**src/rtl/int_ctrl.sv**
```systemverilog
// -----------------------------------------------------------------------------
// int_ctrl
//   Interrupt controller sitting directly upstream of the fetch stage.
//   Raw interrupt lines are synchronized and edge-detected. Each edge is latched
//   as pending. Pending sources enabled by the software mask are arbitrated by
//   fixed priority, where the lowest index wins. The winner is presented to
//   fetch on ipu_int until fetch acknowledges it. Its ID is then held until the
//   handler's return instruction is reported on int_ret.
//
// Ports
//   clk         clock
//   rst         asynchronous, active-high reset
//   src_in      raw interrupt lines; a rising edge is a request
//   mask_wr     write strobe for the mask register
//   mask_data   new mask value; a 1 enables the source
//   int_ack     from fetch: registered acknowledge of the taken request
//   int_ret     one-cycle pulse: return-from-interrupt was decoded
//   ipu_int     registered interrupt request to fetch
//   int_id      ID of the granted or in-service source
//   pending     pending register
//   overrun     sticky: an edge arrived while that bit was already pending
//   in_service  high from grant until return
// -----------------------------------------------------------------------------
module int_ctrl #(
    parameter int N_SRC       = 4,
    parameter int ID_W        = 2,
    parameter int SYNC_STAGES = 2
) (
    input  logic             clk,
    input  logic             rst,
    input  logic [N_SRC-1:0] src_in,
    input  logic             mask_wr,
    input  logic [N_SRC-1:0] mask_data,
    input  logic             int_ack,
    input  logic             int_ret,
    output logic             ipu_int,
    output logic [ID_W-1:0]  int_id,
    output logic [N_SRC-1:0] pending,
    output logic [N_SRC-1:0] overrun,
    output logic             in_service
);

    localparam logic [1:0] ST_IDLE    = 2'd0;
    localparam logic [1:0] ST_REQ     = 2'd1;
    localparam logic [1:0] ST_SERVICE = 2'd2;

    logic [1:0]       state;
    logic [N_SRC-1:0] mask;
    logic [N_SRC-1:0] sync_q;
    logic [N_SRC-1:0] prev_q;
    logic [N_SRC-1:0] edge_det;
    logic [N_SRC-1:0] clear;
    logic [N_SRC-1:0] eligible;
    logic [ID_W-1:0]  win_idx;

    // ---------------------------------------------------------------- synchronizer
    generate
        if (SYNC_STAGES == 0) begin : g_nosync
            assign sync_q = src_in;
        end else begin : g_sync
            logic [N_SRC-1:0] stage [SYNC_STAGES];

            // NOTE: the synchronizer is a chain of flops rather than a RAM, so
            // every stage is cleared by reset. Otherwise a stale 1 could fake an
            // edge when reset is released.
            always_ff @(posedge clk or posedge rst) begin
                if (rst) begin
                    for (int i = 0; i < SYNC_STAGES; i++) stage[i] <= '0;
                end else begin
                    stage[0] <= src_in;
                    for (int i = 1; i < SYNC_STAGES; i++) stage[i] <= stage[i-1];
                end
            end

            assign sync_q = stage[SYNC_STAGES-1];
        end
    endgenerate

    assign edge_det = sync_q & ~prev_q;
    assign eligible = pending & mask;

    // The granted source is consumed on the acknowledge edge only.
    // NOTE: every signal written here gets a default first, so no path through
    // the block leaves a value unassigned and no latch is inferred.
    always_comb begin
        clear   = '0;
        win_idx = '0;
        for (int i = 0; i < N_SRC; i++) begin
            clear[i] = (state == ST_REQ) && int_ack && (int_id == ID_W'(i));
        end
        // Scan from the top down so that the lowest eligible index is written last.
        for (int i = N_SRC - 1; i >= 0; i--) begin
            if (eligible[i]) win_idx = ID_W'(i);
        end
    end

    // ------------------------------------------------------- pending / overrun / mask
    // NOTE: sequential state uses non-blocking assignments only. Every flop then
    // samples values from before the edge, independent of statement order.
    always_ff @(posedge clk or posedge rst) begin
        if (rst) begin
            prev_q  <= '0;
            pending <= '0;
            overrun <= '0;
            mask    <= '1;
        end else begin
            prev_q  <= sync_q;
            // If a new edge and the acknowledge clear land together, the edge
            // wins, so that request is not lost.
            pending <= (pending & ~clear) | edge_det;
            overrun <= overrun | (edge_det & pending & ~clear);
            if (mask_wr) mask <= mask_data;
        end
    end

    // --------------------------------------------------------------------- FSM
    always_ff @(posedge clk or posedge rst) begin
        if (rst) begin
            state      <= ST_IDLE;
            ipu_int    <= 1'b0;
            int_id     <= '0;
            in_service <= 1'b0;
        end else begin
            case (state)
                ST_IDLE: begin
                    if (|eligible) begin
                        state      <= ST_REQ;
                        int_id     <= win_idx;
                        ipu_int    <= 1'b1;
                        in_service <= 1'b1;
                    end
                end
                // No withdrawal and no preemption here: fetch may already have
                // redirected the PC, so int_id stays frozen until the return.
                ST_REQ: begin
                    if (int_ack) begin
                        state   <= ST_SERVICE;
                        ipu_int <= 1'b0;
                    end
                end
                ST_SERVICE: begin
                    if (int_ret) begin
                        state      <= ST_IDLE;
                        in_service <= 1'b0;
                    end
                end
                default: begin
                    state      <= ST_IDLE;
                    ipu_int    <= 1'b0;
                    in_service <= 1'b0;
                end
            endcase
        end
    end

endmodule

```
**config.mk**
```make
export PLATFORM = sky130hd
export DESIGN_NAME = int_ctrl
export DESIGN_NICKNAME = d
export VERILOG_FILES = /design/src/rtl/int_ctrl.sv
export SDC_FILE = /design/constraint.sdc
export NUM_CORES = 1
export LEC_CHECK = 0
export CAP_MARGIN = 20
export CORE_MARGIN = 2
export CORE_UTILIZATION = 30
export DETAILED_ROUTE_END_ITERATION = 10
export PLACE_DENSITY = 0.6
export SLEW_MARGIN = 0
export SYNTH_ARGS = -nofsm -noshare
export SYNTH_HDL_FRONTEND = slang
export SYNTH_SLANG_ARGS = --single-unit
```
**constraint.sdc**
```tcl
create_clock -name clk -period 1.35 [get_ports clk]
set_input_delay 0.27 -clock clk [delete_from_list [all_inputs] [get_ports clk]]
set_output_delay 0.27 -clock clk [all_outputs]
set_load 0.03 [all_outputs]
```
### Word level (Yosys, flattened, before mapping)

Index checks and enable logic that the tools add are counted.

| word-level totals | value |
|---|---|
| bits in registers | 30 |
| bits in latches | 0 |
| RAM bits | 0 |
| memory bits (read-only) | 0 |
| bits of input ports | 13 |
| output and inout bits | 12 |
| word-level logic and storage cells | 54 |
| memories kept | 0 |

| operators by class | value |
|---|---|
| $add $sub $neg | 0 |
| multipliers | 0 |
| div/mod/pow operators | 0 |
| magnitude comparators | 0 |
| equal/unequal tests | 8 |
| shift operators | 0 |
| mux-type cells | 13 |
| bitwise operators | 11 |
| reduce and logical (&&, ||, !) cells | 12 |

Operators with widths:

| cell | number |
|---|---|
| bitwise AND 4 bit | 5 |
| two-way mux 2 bit | 7 |
| AND reduction 3 bit | 3 |
| inverter 4 bit | 2 |
| OR 4 bit | 2 |
| == test 2 bit (second input constant) | 3 |
| inequality test 2 bit (second input constant) | 3 |
| one-hot mux 1 bit (3 select lines) | 2 |
| one-hot mux 2 bit (3 select lines) | 1 |
| logical AND 1 bit | 5 |
| == test 2 x 1 -> 1 bit (second input constant) | 2 |
| logical NOT 2 bit | 2 |
| OR reduction 4 bit | 1 |
| two-way mux 1 bit | 3 |
| inverter 1 bit | 2 |
| AND reduction 2 bit | 1 |

### Depth between registers and ports, before layout

Gate-level depths: netlist of run 1.

| depth | value |
|---|---|
| depth after elaboration | 6 |
| mapped depth | 4 |

### Worst setup path after synthesis of run 1

OpenSTA, ideal clock, no wires.

| timing path | value |
|---|---|
| path kind | register -> register |
| start | reg pending[1] |
| end | reg in_service |
| setup time | 126 ps |
| data arrival time | 1329 ps |
| path slack | -105 ps |
| stages on the path, launching flop included | 4 |
| path through | dfrtp_1 a22o_1 a221o_1 a221o_1 |

| between the ends | value |
|---|---|
| word-level cells in the longest chain between the ends | 4 |

Ends and longest elaborated chain:

| element | RTL line | source |
|---|---|---|
| start, declared | 38 | `output logic [N_SRC-1:0] pending,` |
| start signal, assigned | 110 | `pending <= (pending & ~clear) \| edge_det;` |
| bitwise AND 4 bit | 80 | `assign eligible = pending & mask;` |
| OR reduction 4 bit | 126 | `if (\|eligible) begin` |
| inequality test 2 bit (no source line) | -- |  |
| AND reduction 3 bit (no source line) | -- |  |
| end signal, assigned | 122 | `in_service <= 1'b0;` |
| end signal, assigned | 130 | `in_service <= 1'b1;` |
| end signal, assigned | 144 | `in_service <= 1'b0;` |
| end, declared | 40 | `output logic in_service` |

No other way between the ends.
A chain may end at the register's enable or synchronous reset.

### Final worst setup path of run 1

Same ends and word-level chain as after synthesis.

==> Implementation_results.wiki, run 1 <==
{| class="wikitable"
! Metric !! Value
|-
| Most repeated library cell on the critical path || sky130_fd_sc_hd__a221o_1
|-
| Gr usage total || between 10% and 20%
|-
| Netlist area before placement || 1070 um^2
|-
| Top_reg_cell synth || sky130_fd_sc_hd__dfrtp_1
|-
| # port buffers || 24
|-
| Number of unique standard cell types used by synthesis || 23
|-
| Post-Route WL || ~2100 um
|-
| Clock slew at the register clock pins of the worst setup and hold paths || 90 ps
|-
| GRT Residual Overflow || 0
|-
| Clock insertion delay at the later pin of the skew report || 320 ps
|-
| Pin count of the biggest net entering global routing || 15
|-
| Via count of the first global-routing pass || 833
|-
| Top cells by count, synth || 26 x sky130_fd_sc_hd__dfrtp_1, 7 x sky130_fd_sc_hd__nand2_1, 5 x sky130_fd_sc_hd__a21oi_1, 5 x sky130_fd_sc_hd__inv_1
|-
| Number of buffers inserted for hold repair after clock tree synthesis || 0
|-
| Cell Chain, Critical Path || a22o_1, a221o_1, a221o_1
|-
| Die width || about 64 um
|-
| Detailed-route wire length per cell || between 10 and 15 um
|-
| Signal arrival time at the worst endpoint || 1570 ps
|-
| Synth Instances || 79
|-
| Proportion of layout cells with a drive suffix above 1 || approximately 33%
|-
| Count of unresolved DRC violations after routing || 0
|-
| Worst-case clock buffer depth || 2
|-
| Synthesized area divided by synthesized cell count || 13.6 um^2
|-
| Met3 routed wirelength || 123 um
|-
| Yosys Warn Count || 0
|-
| Element type at the critical path end || flop
|-
| Peak VDD IR || 763 uV
|-
| Fin crit period || 1360 ps
|-
| Max Fanout on Critical Path || 3
|-
| Most frequent cell after synthesis || sky130_fd_sc_hd__dfrtp_1
|-
| Setup crit start kind || flop
|-
| Worst rel slew slack || approximately three quarters
|-
| CP peak stage delay || 420 ps
|-
| Number of antenna violations at the first check in global routing || 0
|-
| Category of cells accounting for the largest share of critical-path delay || compound AO/OA/AOI/OAI gates
|-
| Total met2 wirelength after detailed routing || about 1100 um
|-
| Number of DRC violations after detailed-routing iteration 0 || 14
|-
| Final-stage net count || 132
|-
| Synth top area cells || sky130_fd_sc_hd__dfrtp_1 61%, sky130_fd_sc_hd__dfstp_2 9.8%, sky130_fd_sc_hd__mux2_2 4.2%, sky130_fd_sc_hd__a221o_1 2.8%, sky130_fd_sc_hd__nand2_1 2.5%
|-
| Setup slack of the critical path after layout || -9.22 ps
|-
| RePlAce Congestion || roughly 0.75
|-
| Fmax achieved || 0.736 GHz
|-
| Outcome || finished with violations
|-
| Slew @ Worst Pin || 354 ps
|-
| Nets in the synthesized netlist || 92
|-
| Vias/cell || 4.57
|-
| Final non-filler cell area || 1510 um^2
|-
| Diode insertion count for antenna repair || 0
|-
| Number of endpoints with negative hold slack in the final report || 0
|-
| Number of vias in the routed layout || roughly 760
|-
| TritonCTS clock tree || done
|-
| Accumulated negative setup slack || -9.28 ps
|-
| CTS Buf Count || 5
|-
| Critical path class || flop to flop
|-
| Fraction of synthesized cell area taken by the top area cell type || 60.7%
|-
| Unrepaired setup endpoints after global routing || true
|-
| Vertical die dimension || 63.8 um
|-
| Placement Rows || 21
|-
| Highest metal layer with signal wires || met4
|-
| Final setup violating endpoints || 2
|-
| Post-route clock period utilization || 101%
|-
| Cells after DPL || 156
|-
| Cell accounting for the most synthesized area || sky130_fd_sc_hd__dfrtp_1
|-
| Max-cap violations || 0
|-
| Starting density of the core || 31.6%
|-
| Post-synth EDFFs || 0
|-
| Leak || 0.647 nW
|-
| Half-perimeter wire length after placement || 1610 um
|-
| Wire length of the first global-routing pass || about 3800 um
|-
| Failing checks || setup timing
|-
| Clock sink total || 30
|-
| Count of nets left with antenna violations after detail routing || 0
|-
| Top-level port count || 25
|-
| Number of buffers and inverters on the critical path || 0
|-
| Worst Path Required || 1560 ps
|-
| Critical path's slowest cell || sky130_fd_sc_hd__dfrtp_2
|-
| HP Class || input port to async pin
|-
| Share of synthesized flip-flops with an asynchronous set or reset || 100%
|-
| Area delta synth->final || 40.6%
|-
| Placed instance area || between 1000 and 1500 um^2
|-
| Number of synthesized register bits || 30
|-
| Placeable Area || 3390 um^2
|-
| Total routed wire length on the met1 layer || 882 um
|-
| Number of cells in the finished layout apart from fillers || 166
|-
| CTS HTree Levels || 2
|-
| Sequential area share after synthesis || 70.5%
|-
| First-pass detailed-route iteration total || 4
|-
| Die area || 4070 um^2
|-
| Power per standard cell area || 1900 nW/um^2
|-
| Clock skew after layout || 8.71 ps
|-
| Final number of max-transition violations || 0
|-
| Cell at the root of the clock tree || sky130_fd_sc_hd__clkbuf_4
|}
==> cell families after synthesis <==
group                  count (synthesis)  synth area share [%]
multiplexers                           4                  4.20
buffers and inverters                  6                  2.10
flip-flops                            30                  70.5
AO/OA/AOI/OAI                         22                  14.6
AND/OR/NAND/NOR                       17                  8.64
==> path summary, 6_finish.rpt <==
check                           slack [ps]                      start  cells after the start                endpoint
worst min register to register         350  g_sync.stage[7]$_DFF_PP0_                      0     sync_q[3]$_DFF_PP0_
max in group asynchronous              730                        rst                      3    state[0]$_DFFE_PP0P_
min in group clk                       350  g_sync.stage[7]$_DFF_PP0_                      0     sync_q[3]$_DFF_PP0_
worst max-delay path                    -9       pending[1]$_DFF_PP0_                      3  in_service$_DFFE_PP0P_
worst max register to register          -9       pending[1]$_DFF_PP0_                      3  in_service$_DFFE_PP0P_
worst min-delay path                   180                        rst                      2    overrun[0]$_DFF_PP0_
==> sequential cells by signal (all words and copies together) (netlist names) <==
name / count
g_sync.stage: 4
mask: 4
overrun: 4
pending: 4
prev_q: 4
sync_q: 4
int_id: 2
state: 2
in_service: 1
ipu_int: 1
==> cell type report <==
class / count / area, um^2
fillers: 310 / 1880
flip-flops and latches: 30 / 758
repair buffers: 34 / 319
multi-input cells: 43 / 294
well taps: 46 / 57.6
clock buffers: 7 / 55.1
inverters: 5 / 18.8
clock inverters: 1 / 5.00
==> placed cells by master (no fill, tap or decap) <==
master | synthesis | final
sky130_fd_sc_hd__nor3b_1 | 1 | 1
sky130_fd_sc_hd__buf_4 | 0 | 12
sky130_fd_sc_hd__a221o_1 | 3 | 3
sky130_fd_sc_hd__clkbuf_2 | 0 | 2
sky130_fd_sc_hd__a21o_1 | 1 | 1
sky130_fd_sc_hd__o31ai_1 | 2 | 2
sky130_fd_sc_hd__a32o_1 | 1 | 1
sky130_fd_sc_hd__a21oi_1 | 5 | 5
sky130_fd_sc_hd__nand2b_1 | 2 | 2
sky130_fd_sc_hd__clkdlybuf4s50_1 | 0 | 12
sky130_fd_sc_hd__inv_1 | 5 | 5
sky130_fd_sc_hd__clkdlybuf4s15_2 | 0 | 3
sky130_fd_sc_hd__o21ai_0 | 4 | 4
sky130_fd_sc_hd__o21a_1 | 1 | 1
sky130_fd_sc_hd__clkinv_2 | 0 | 1
sky130_fd_sc_hd__dfrtp_1 | 26 | 24
sky130_fd_sc_hd__nor2b_1 | 2 | 2
sky130_fd_sc_hd__nand2_1 | 7 | 7
sky130_fd_sc_hd__clkbuf_8 | 0 | 1
sky130_fd_sc_hd__a31o_2 | 1 | 1
sky130_fd_sc_hd__dfstp_2 | 4 | 4
sky130_fd_sc_hd__o21bai_1 | 2 | 2
sky130_fd_sc_hd__buf_12 | 0 | 1
sky130_fd_sc_hd__dfrtp_2 | 0 | 2
sky130_fd_sc_hd__mux2_2 | 4 | 4
sky130_fd_sc_hd__buf_6 | 0 | 4
sky130_fd_sc_hd__nand3b_1 | 1 | 1
sky130_fd_sc_hd__nand4b_1 | 1 | 1
sky130_fd_sc_hd__clkbuf_4 | 0 | 5
sky130_fd_sc_hd__clkbuf_1 | 1 | 1
sky130_fd_sc_hd__a22o_1 | 2 | 2
sky130_fd_sc_hd__nor4bb_1 | 1 | 1
sky130_fd_sc_hd__nor2_1 | 2 | 2
==> stage by stage <==
step	hold WS, ps	worst slack [ps]	utilization, %	power [mW]
3_5_place_dp	337	-155	42.0	2.28
4_1_cts	178	-21.0	44.1	2.84
3_3_place_gp	333	-146	42.0	2.25
5_1_grt	196	-69.8	44.5	3.05
2_1_floorplan	301	-62.9	-	1.82
6_report	181	-9.22	44.5	2.86
==> where the power goes <==
part	switching [mW]	internal [mW]	leakage (nW)	total, mW
logic	0.572	0.512	0.288	1.08
registers	0.156	1.08	0.323	1.24
clock network	0.288	0.252	0.0353	0.540
==> per-layer routing <==
layer	up-vias	GRT usage, %
li1	361	-
met1	371	15.3
met2	25	18.9
met3	2	4.75
met4	0	4.08
met5	-	0
==> repair_timing <==
item                                    in CTS  in global routing
buffers inserted                             1                  1
resized for setup                           13                  6
hold endpoints to repair                     0                  0
endpoints found under the setup margin       7                  9
pin swaps                                    1                  1
Note: power is estimated with default switching activity, not from simulation.
==> run 2: changes to the inputs <==
--- a/config.mk
+++ b/config.mk
@@ -10,6 +10,7 @@
 export CORE_UTILIZATION = 30
 export DETAILED_ROUTE_END_ITERATION = 10
 export PLACE_DENSITY = 0.6
+export SKIP_CTS_REPAIR_TIMING = 1
 export SLEW_MARGIN = 0
 export SYNTH_ARGS = -nofsm -noshare
 export SYNTH_HDL_FRONTEND = slang
==> Implementation_results.wiki, run 2 (same netlist as run 1, synthesis figures left out) <==
{| class="wikitable"
! Metric !! Value
|-
| Top-level port count || 25
|-
| Peak VDD IR || 770 uV
|-
| Critical path class || flop to flop
|-
| Diode insertion count for antenna repair || 0
|-
| Placement Rows || 21
|-
| Element type at the critical path end || flop
|-
| Clock slew at the register clock pins of the worst setup and hold paths || 90 ps
|-
| Clock skew after layout || ~9.2 ps
|-
| Post-route clock period utilization || 101%
|-
| Post-Route WL || 2100 um
|-
| Proportion of layout cells with a drive suffix above 1 || 28.6%
|-
| Die width || 63.8 um
|-
| Worst rel slew slack || 75.9%
|-
| Unrepaired setup endpoints after global routing || true
|-
| Outcome || finished with violations
|-
| TritonCTS clock tree || done
|-
| CTS HTree Levels || 2
|-
| Power per standard cell area || 1880 nW/um^2
|-
| Final-stage net count || 131
|-
| Clock insertion delay at the later pin of the skew report || ~320 ps
|-
| GRT Residual Overflow || 0
|-
| Register Area || approximately 760 um^2
|-
| Max Fanout on Critical Path || 3
|-
| First-pass detailed-route iteration total || 4
|-
| Final setup violating endpoints || 1
|-
| Setup slack of the critical path after layout || -16.2 ps
|-
| Starting density of the core || about a third
|-
| Gr usage total || 12.0%
|-
| CTS Buf Count || 5
|-
| Pin count of the biggest net entering global routing || 15
|-
| Half-perimeter wire length after placement || 1610 um
|-
| CP peak stage delay || 420 ps
|-
| Detailed-route wire length per cell || approximately 13 um
|-
| Die area || 4070 um^2
|-
| Final non-filler cell area || 1520 um^2
|-
| Setup WS pre-CTS || -155 ps
|-
| Clock sink total || 30
|-
| Slew @ Worst Pin || 360 ps
|-
| Number of antenna violations at the first check in global routing || 0
|-
| Final number of max-transition violations || 0
|-
| Signal arrival time at the worst endpoint || 1580 ps
|-
| Internal power || 1.84 mW
|-
| Cell at the root of the clock tree || sky130_fd_sc_hd__clkbuf_4
|-
| HP Class || input port to async pin
|-
| Via count of the first global-routing pass || 828
|-
| Vertical die dimension || 63.8 um
|-
| Max-cap violations || 0
|-
| Failing checks || setup timing
|-
| Proportion of total power due to net switching || 35.5%
|-
| Most frequent standard cell in the layout excluding fill and tap cells || sky130_fd_sc_hd__dfrtp_1
|-
| Count of unresolved DRC violations after routing || 0
|-
| Fin crit period || 1370 ps
|-
| Most repeated library cell on the critical path || sky130_fd_sc_hd__a221o_1
|-
| # port buffers || 24
|-
| RePlAce Congestion || 0.754
|-
| Fmax achieved || 0.732 GHz
|-
| Worst Path Required || 1560 ps
|-
| Worst-case clock buffer depth || 2
|-
| Leak || 0.645 nW
|-
| Number of DRC violations after detailed-routing iteration 0 || 14
|-
| Wire length of the first global-routing pass || 3750 um
|-
| Vias/cell || 4.56
|-
| Area delta synth->final || 41.7%
|-
| Fill cells || about 320
|-
| Number of vias in the routed layout || roughly 750
|-
| Cell Chain, Critical Path || a22o_1, a221o_1, a221o_1
|-
| Setup crit start kind || flop
|-
| Logic pwr share || 37.7%
|-
| Placeable Area || roughly 3400 um^2
|-
| Critical path's slowest cell || sky130_fd_sc_hd__dfrtp_2
|-
| Multi-input combinational cell area || 294 um^2
|-
| Switching Power || 1.01 mW
|-
| Count of nets left with antenna violations after detail routing || 0
|-
| Number of endpoints with negative hold slack in the final report || 0
|-
| Relative contribution of the clock network to total power || 18.9%
|-
| Commonest cells after routing, fill and taps aside || 24 x sky130_fd_sc_hd__dfrtp_1, 12 x sky130_fd_sc_hd__clkdlybuf4s50_1, 11 x sky130_fd_sc_hd__buf_4
|-
| Placed instance area || ~1400 um^2
|-
| Sequential group share of total power || a little over two fifths
|}
==> run 2: cell count changes in the layout (fill, tap and decap cells not counted), sizes merged <==
cell / change
buf: -1
clkbuf: -2
clkdlybuf4s15: -3
dlymetal6s2s: +5
==> run 2: path summary, 6_finish.rpt <==
path	from	endpoint	slack, ps	cells past startpoint
min in group clk	g_sync.stage[7]$_DFF_PP0_	sync_q[3]$_DFF_PP0_	350	0
max in group asynchronous	rst	state[0]$_DFFE_PP0P_	730	3
hold / removal	rst	overrun[0]$_DFF_PP0_	180	2
setup / recovery	pending[1]$_DFF_PP0_	in_service$_DFFE_PP0P_	-20	3
hold reg to reg	g_sync.stage[7]$_DFF_PP0_	sync_q[3]$_DFF_PP0_	350	0
setup reg to reg	pending[1]$_DFF_PP0_	in_service$_DFFE_PP0P_	-20	3
==> run 2: stage by stage <==
stage	util, %	power [mW]	std cells	hold slack (ps)	TNS (ps)
3_5_place_dp	42.0	2.28	156	337	-813
6_report	44.8	2.86	165	183	-16.2
2_1_floorplan	-	1.82	79	301	-105
5_1_grt	44.8	3.05	165	196	-138
4_1_cts	43.8	2.83	164	178	-1540
3_3_place_gp	42.0	2.25	156	333	-774
==> run 2: power by group through the flow <==
| stage | Clock (mW) | Sequential (mW) | Combinational [mW] |
|---|---|---|---|
| after floorplan | 0 | 1.45 | 0.367 |
| after global placement | 0 | 1.25 | 1.00 |
| after detailed placement | 0 | 1.26 | 1.02 |
| after CTS | 0.567 | 1.24 | 1.02 |
| after global routing | 0.612 | 1.27 | 1.16 |
| final | 0.539 | 1.24 | 1.08 |
==> run 2: final cells by class <==
type / instances / share of cell area (%)
clock buffer: 7 / 3.62
clock inverter: 1 / 0.329
inverter: 5 / 1.24
multi-input combinational: 43 / 19.4
sequential: 30 / 49.9
tap: 46 / 3.79
timing repair buffer: 33 / 21.7
==> run 2: layer usage <==
metal	vias to the layer above	global-route usage [%]	wire, um
met5	-	0	0
met4	0	4.08	10
met3	2	4.75	131
met2	24	18.8	1080
met1	367	15.2	874
li1	359	-	-
==> run 2: critical path, delay by kind of cell (launching register included) <==
| family | cells | cell delay [ps] |
|---|---|---|
| flops | 1 | 420 |
| compound gates | 3 | 850 |
